### src/rtl/present_masked_round_ctrl_pkg.sv
// Shared definitions for the masked PRESENT round controller:
// FSM state encoding, round-counter sizing and the control-word layout.
package present_masked_round_ctrl_pkg;

  localparam int PRESENT_ROUNDS  = 31;
  localparam int RCNT_W          = 5;
  localparam int MAX_SBOX_STAGES = 8;

  typedef enum logic [2:0] {
    ST_IDLE   = 3'd0,
    ST_LOAD   = 3'd1,
    ST_SBOX   = 3'd2,
    ST_UPDATE = 3'd3,
    ST_FINAL  = 3'd4,
    ST_DONE   = 3'd5
  } state_e;

  // Every control strobe decoded from the FSM state.
  typedef struct packed {
    logic busy;
    logic done;
    logic sel_load;
    logic en_state;
    logic en_key;
    logic en_sbox;
    logic final_add;
  } ctrl_t;

  // Counter width for a modulo-n count; a modulo-1 counter still needs one bit.
  function automatic int cnt_width(input int n);
    return (n > 1) ? $clog2(n) : 1;
  endfunction

endpackage

### src/rtl/present_masked_round_ctrl_stage_counter.sv
// Modulo-N counter with enable and clear; tc flags the last count so the
// caller knows the S-box pipeline has been fully advanced.
module ctrl_stage_counter
  import present_masked_round_ctrl_pkg::*;
#(
  parameter int N = 4
) (
  input  logic clk,
  input  logic rst,
  input  logic en,
  input  logic clr,
  output logic tc
);

  localparam int            W    = cnt_width(N);
  localparam logic [W-1:0]  LAST = W'(N - 1);

  logic [W-1:0] cnt;

  assign tc = (cnt == LAST);

  // Count enabled cycles, wrapping to zero after the terminal count.
  always_ff @(posedge clk or posedge rst) begin
    if (rst) begin
      cnt <= '0;
    end else if (clr) begin
      cnt <= '0;
    end else if (en) begin
      cnt <= tc ? '0 : cnt + 1'b1;
    end
  end

endmodule

### src/rtl/present_masked_round_ctrl.sv
// Round controller for the second-order masked PRESENT core. Sequences the
// share registers, the pipelined masked S-box, the pLayer/key-add path and
// the key schedule. All outputs are Moore-decoded from registered state.
module present_masked_round_ctrl
  import present_masked_round_ctrl_pkg::*;
#(
  parameter int ROUNDS      = 31,
  parameter int SBOX_STAGES = 4
) (
  input  logic              clk,
  input  logic              rst,
  input  logic              start,
  output logic              busy,
  output logic              done,
  output logic              sel_load,
  output logic              en_state,
  output logic              en_key,
  output logic              en_sbox,
  output logic              final_add,
  output logic [RCNT_W-1:0] round_cnt
);

  // Configuration sanity check, evaluated at elaboration.
  if (ROUNDS < 1 || ROUNDS > PRESENT_ROUNDS) begin : g_bad_rounds
    $error("present_masked_round_ctrl: ROUNDS=%0d outside 1..%0d", ROUNDS, PRESENT_ROUNDS);
  end
  if (SBOX_STAGES < 1 || SBOX_STAGES > MAX_SBOX_STAGES) begin : g_bad_stages
    $error("present_masked_round_ctrl: SBOX_STAGES=%0d outside 1..%0d", SBOX_STAGES, MAX_SBOX_STAGES);
  end

  localparam logic [RCNT_W-1:0] LAST_ROUND = RCNT_W'(ROUNDS);

  state_e            state, state_nxt;
  logic [RCNT_W-1:0] rcnt_q;
  logic              stage_tc;
  ctrl_t             ctrl;

  // Stage counter advances only while the S-box pipeline is being clocked.
  ctrl_stage_counter #(
    .N (SBOX_STAGES)
  ) u_stage_cnt (
    .clk (clk),
    .rst (rst),
    .en  (state == ST_SBOX),
    .clr (state != ST_SBOX),
    .tc  (stage_tc)
  );

  // State register; reset aborts any encryption immediately.
  // NOTE: sequential state uses non-blocking assignments so every flop
  // samples pre-edge values regardless of block evaluation order.
  always_ff @(posedge clk or posedge rst) begin
    if (rst) state <= ST_IDLE;
    else     state <= state_nxt;
  end

  // Next-state logic.
  // NOTE: state_nxt is defaulted before the case so no path leaves it
  // unassigned, which would otherwise infer a latch.
  always_comb begin
    state_nxt = state;
    case (state)
      ST_IDLE:   if (start) state_nxt = ST_LOAD;
      ST_LOAD:   state_nxt = ST_SBOX;
      ST_SBOX:   if (stage_tc) state_nxt = ST_UPDATE;
      ST_UPDATE: state_nxt = (rcnt_q == LAST_ROUND) ? ST_FINAL : ST_SBOX;
      ST_FINAL:  state_nxt = ST_DONE;
      ST_DONE:   state_nxt = ST_IDLE;
      default:   state_nxt = ST_IDLE;
    endcase
  end

  // Output decode from the registered state only.
  always_comb begin
    ctrl = '0;
    case (state)
      ST_LOAD: begin
        ctrl.busy     = 1'b1;
        ctrl.sel_load = 1'b1;
        ctrl.en_state = 1'b1;
        ctrl.en_key   = 1'b1;
      end
      ST_SBOX: begin
        ctrl.busy    = 1'b1;
        ctrl.en_sbox = 1'b1;
      end
      ST_UPDATE: begin
        ctrl.busy     = 1'b1;
        ctrl.en_state = 1'b1;
        ctrl.en_key   = 1'b1;
      end
      ST_FINAL: begin
        ctrl.busy      = 1'b1;
        ctrl.final_add = 1'b1;
        ctrl.en_state  = 1'b1;
      end
      ST_DONE: begin
        ctrl.busy = 1'b1;
        ctrl.done = 1'b1;
      end
      default: ctrl = '0;
    endcase
  end

  // Round counter: 1 after LOAD, bumps on every non-final UPDATE, cleared after DONE.
  always_ff @(posedge clk or posedge rst) begin
    if (rst) begin
      rcnt_q <= '0;
    end else begin
      case (state)
        ST_LOAD:   rcnt_q <= RCNT_W'(1);
        ST_UPDATE: if (rcnt_q != LAST_ROUND) rcnt_q <= rcnt_q + 1'b1;
        ST_DONE:   rcnt_q <= '0;
        default:   rcnt_q <= rcnt_q;
      endcase
    end
  end

  assign busy      = ctrl.busy;
  assign done      = ctrl.done;
  assign sel_load  = ctrl.sel_load;
  assign en_state  = ctrl.en_state;
  assign en_key    = ctrl.en_key;
  assign en_sbox   = ctrl.en_sbox;
  assign final_add = ctrl.final_add;
  assign round_cnt = rcnt_q;

endmodule

### config.mk
export PLATFORM = sky130hd
export DESIGN_NAME = present_masked_round_ctrl
export DESIGN_NICKNAME = d
export VERILOG_FILES = /design/src/rtl/present_masked_round_ctrl_pkg.sv /design/src/rtl/present_masked_round_ctrl_stage_counter.sv /design/src/rtl/present_masked_round_ctrl.sv
export SDC_FILE = /design/constraint.sdc
export NUM_CORES = 1
export LEC_CHECK = 0
export CORE_AREA = 2 2 44 46
export CTS_CLUSTER_SIZE = 40
export DETAILED_ROUTE_END_ITERATION = 10
export DIE_AREA = 0 0 46 48
export DONT_BUFFER_PORTS = 1
export GPL_TIMING_DRIVEN = 0
export REMOVE_ABC_BUFFERS = 1
export SETUP_SLACK_MARGIN = 0.5
export SYNTH_ARGS = -nofsm -noshare
export SYNTH_HDL_FRONTEND = slang
export SYNTH_HIERARCHICAL = 1
export SYNTH_SLANG_ARGS = --single-unit
### constraint.sdc
create_clock -name clk -period 4.3 [get_ports clk]
set_input_delay 0.86 -clock clk [delete_from_list [all_inputs] [get_ports clk]]
set_output_delay 0.86 -clock clk [all_outputs]
set_load 0.02 [all_outputs]
Word level (Yosys, flattened, before mapping)
Index checks and enable logic that the tools add are counted.

Register bits: 10. Latch bits: 0. Memory bits (writable): 0. ROM bits: 0. Bits of input ports: 3. Output and inout bits: 12. Logic and storage cells: 41. Memories: 0.

Add/subtract/negate cells: 2. Multipliers: 0. Div/mod/pow operators: 0. $lt $le $gt $ge: 0. Equality and inequality tests: 12. Shift-type cells: 0. Mux-type cells: 16. Bitwise operators: 0. Reductions and logical operators: 8.

Operators by type and width (count): $pmux 3 s5 (1); $pmux 5 s3 (1); $mux 3 (3); $mux 1 (7); $eq 3x2->1 const B (2); $eq 3x3->1 const B (2); $mux 2 (3); $ne 2x2->1 const B (3); $add 5x1->5 const B (1); $eq 5x5->1 const B (1); $mux 5 (1); $ne 5x5->1 const B (1); $reduce_or 5->1 (1); $reduce_and 2->1 (2); $eq 3x1->1 const B (1); $logic_not 3->1 (1); $ne 3x2->1 const B (1); $reduce_bool 3->1 (1); $reduce_or 3->1 (1); $add 2x1->2 const B (1); $eq 2x2->1 const B (1); $reduce_bool 2->1 (1); $reduce_or 2->1 (1).

Logic depth before layout (Yosys ltp)
Word-level depth: 4. Mapped depth: 6. Depth with buffers taken out: 6.

By module
The synthesis kept the hierarchy.

Modules (own cells, without submodules): present_masked_round_ctrl (times used 1, cells each 61, area each 524.3 µm², seq. area each 200.2 µm²); ctrl_stage_counter (times used 1, cells each 9, area each 103.8 µm², seq. area each 50.0 µm²).

Worst setup path before layout
No wires, ideal clock.

Kind: register to output. Start: register state[1]. End: output port done. Data arrival time: 1.184 ns. Required time: 3.440 ns. Path slack: 2.256 ns. Stages on the path, launching flop included: 4. Buffers on the path: 2. Cells stage by stage: dfrtp_1 -> buf_6 -> buf_2 -> nor3b_1.

Cells in the longest elaborated chain, start to end: 2.

RTL lines: start, declared (line present_masked_round_ctrl.sv:33) `state_e state, state_nxt;`; start signal, assigned (line present_masked_round_ctrl.sv:54) `else state <= state_nxt;`; $eq 3x3->1 (line present_masked_round_ctrl.sv:76) `case (state)`; $mux 1 (line present_masked_round_ctrl.sv:76); end, declared (line present_masked_round_ctrl.sv:14) `output logic done,`.

No other way between the ends.

Final worst setup path
Start: register state[1]. End: output port en_sbox.

Cells in the longest elaborated chain, start to end: 2.

RTL lines: $eq 3x2->1 (line present_masked_round_ctrl.sv:76); $mux 1 (line present_masked_round_ctrl.sv:76); end, declared (line present_masked_round_ctrl.sv:18) `output logic en_sbox,`.

No other way between the ends.

==> metrics <==
status=finished clean; Cells after Synth=70; I/O pin cnt=15; CP Launch Type=flop; CP max stage cell=dfrtp_1; Power Total=approximately 180 uW; placed inst area=around 610 um2; die width=about 46 um; DRC viols=0; crit path kind=reg2out; root buf cell=clkbuf_4; Arr. time, crit path=1560 ps; Achievable Freq=413.6 MHz; Tmin final=2418 ps; Post-Syn Area per Cell=8.973 um2; first-iteration detailed-routing DRC count=6; CP required=3440 ps; most frequent cells in the layout=10 x dfrtp_1, 8 x nand2_1, 5 x nor2_1, 5 x inv_1; GP Congestion=~0.71; Reg-to-Reg Start=round_cnt[0]$_DFFE_PP0P_; Area Overhead vs Synth=3.586%; CTS Buf Count=3; CTS tree=yes; fillers=177; total iterations of the first detailed-routing run=3; Place WS=approximately 2200 ps; synth warn=6; maximum fanout along the worst path=19; CP max stage delay=around 680 ps; CP delay by family, top=flip-flops; sequential area share after synthesis=0.3984; H-tree depth=1; layout cells sized above 1=0.1286; slew margin rel.=0.5514; CP Buf/Inv Count=0; period utilisation layout=0.5623; post-synth top area share=0.3984; setup ws final=1882 ps; Synth Cell Area=628.1 um2; CP Cell Sequence=nor3b_2; clock latency on the worst-skew pair=260 ps; dpl hpwl=825.1 um; Final TNS setup=0 ps; Final nets=77; Gates resized, CTS repair=0; # clock sinks=10; grt total ovfl=0; Post-CTS Setup Bufs=0; Leak=0.3060 nW; Final Hold Fails=0; Antenna Cells=0; num rows=15; antenna violations before repair=0; Final setup violation count=0; vias per inst=5.655; Synth area leaders=dfrtp_1 40%, ha_1 6.0%, nand2_1 4.8%, nand2b_1 4.0%, buf_6 3.6%; Yosys reg bits=10; Worst setup EP type=output pin; most common cell after layout, fill and taps aside=dfrtp_1; Synth area leader=dfrtp_1; Port Buffers=0; Hold Buf Count CTS=0; Worst Setup SP=state[1]$_DFFE_PP0P_; die extent in y=roughly 48 um; Total GRT Usage=0.1258; clk_skew=2.187 ps; maximum VDD drop=0.00009111 V; CORE AREA=between 0.0015 and 0.002 mm2; initial core utilization=0.3719; Clock Pin Slew Worst Setup and Hold Paths=70 ps; WL/cell=roughly 13 um; P per Cell Area=~280 mW/mm2; antenna viol nets, final=0; post-route cell area=650.6 um2; first-pass GRT wire length=1945 um; Max Root-Sink Buffers=2; Worst Max-Slew Pin Slew=671.4 ps; RSZ-0062 raised after global routing=no; Final Max Slew Viols=0; vias in the first global route=450; total die area=0.002208 mm2; Unique masters post-synth=33; worst hold-check path type=in2async; DR vias=between 400 and 500; final wirelength=1118 um; MaxCap Viol Count=0; largest net degree at the start of global routing=20
sequential cells by signal (all words and copies together), names as in the netlist:
| register | count |
|---|---|
| round_cnt | 5 |
| state | 3 |
| u_stage_cnt/cnt | 2 |
routing by layer:
metal,track usage,up-vias,routed length [um]
met4,0.1029,0,27
met5,0,-,0
met2,0.1778,14,453
met1,0.1545,226,570
met3,0.04151,4,66
li1,-,248,-
worst register-to-register path: stages, from the launching register on:
cell and delay, ps:
dfrtp_1 500, ha_1 280, and3_2 220, ha_1 260
o311a_1 350, a211o_1 220
power by group:
group          internal, mW  total (mW)  switching (mW)
Sequential           0.0940      0.0940               0
Clock                0.0514      0.0843          0.0329
Combinational      0.000160     0.00189         0.00173
Total                 0.146       0.180          0.0346
cell usage after synthesis, drive strengths merged:
cell type / n
o21bai: 1
a211o: 1
o311a: 1
nand2b: 4
nand3: 2
a21oi: 3
inv: 7
nand2: 8
dfrtp: 10
mux2i: 1
o221ai: 1
nor3b: 2
ha: 3
o211ai: 1
or3b: 1
nand4: 1
nand3b: 2
nor4: 1
o21ai: 5
nor3: 2
buf: 4
and3: 1
o21a: 1
a22oi: 1
a21o: 1
nor2: 5
metrics by stage:
step                utilization  instances  hold WS, ps
CTS                      0.3852         87        324.0
global route             0.3852         87        322.1
finish                   0.3852         87        328.2
detailed placement       0.3637         83        534.2
floorplan                     -         66        490.3
global placement         0.3637         83        512.0
path summary, 6_finish.rpt:
path                                                       end  slack (ps)  cells after the start
worst min register to register  u_stage_cnt/cnt[1]$_DFFE_PP0P_         540                      2
max in group asynchronous             round_cnt[2]$_DFFE_PP0P_        3650                      1
worst max register to register        round_cnt[3]$_DFFE_PP0P_        2370                      5
min in group clk                u_stage_cnt/cnt[1]$_DFFE_PP0P_         540                      2
worst max-delay path                                   en_sbox        1880                      1
worst min-delay path            u_stage_cnt/cnt[1]$_DFFE_PP0P_         330                      1
final cells by class:
type                    count  area, um2  area share
clock buffers               4      36.28     0.05577
inverters                   7      28.78     0.04423
multi-input cells          49      314.1      0.4827
flip-flops and latches     10      250.2      0.3846
well taps                  17      21.27     0.03269
cell families (layout without fill, tap and decap cells):
kind of cell / count (synthesis) / count (layout) / share of synthesized area
compound gates: 16 / 16 / 0.1733
flops: 10 / 10 / 0.3984
buf+inv: 11 / 11 / 0.1016
mux: 1 / 1 / 0.01594
simple gates: 29 / 29 / 0.2510
fa+ha+maj: 3 / 3 / 0.05977
No activity file was read; power rests on OpenSTA's default activity.
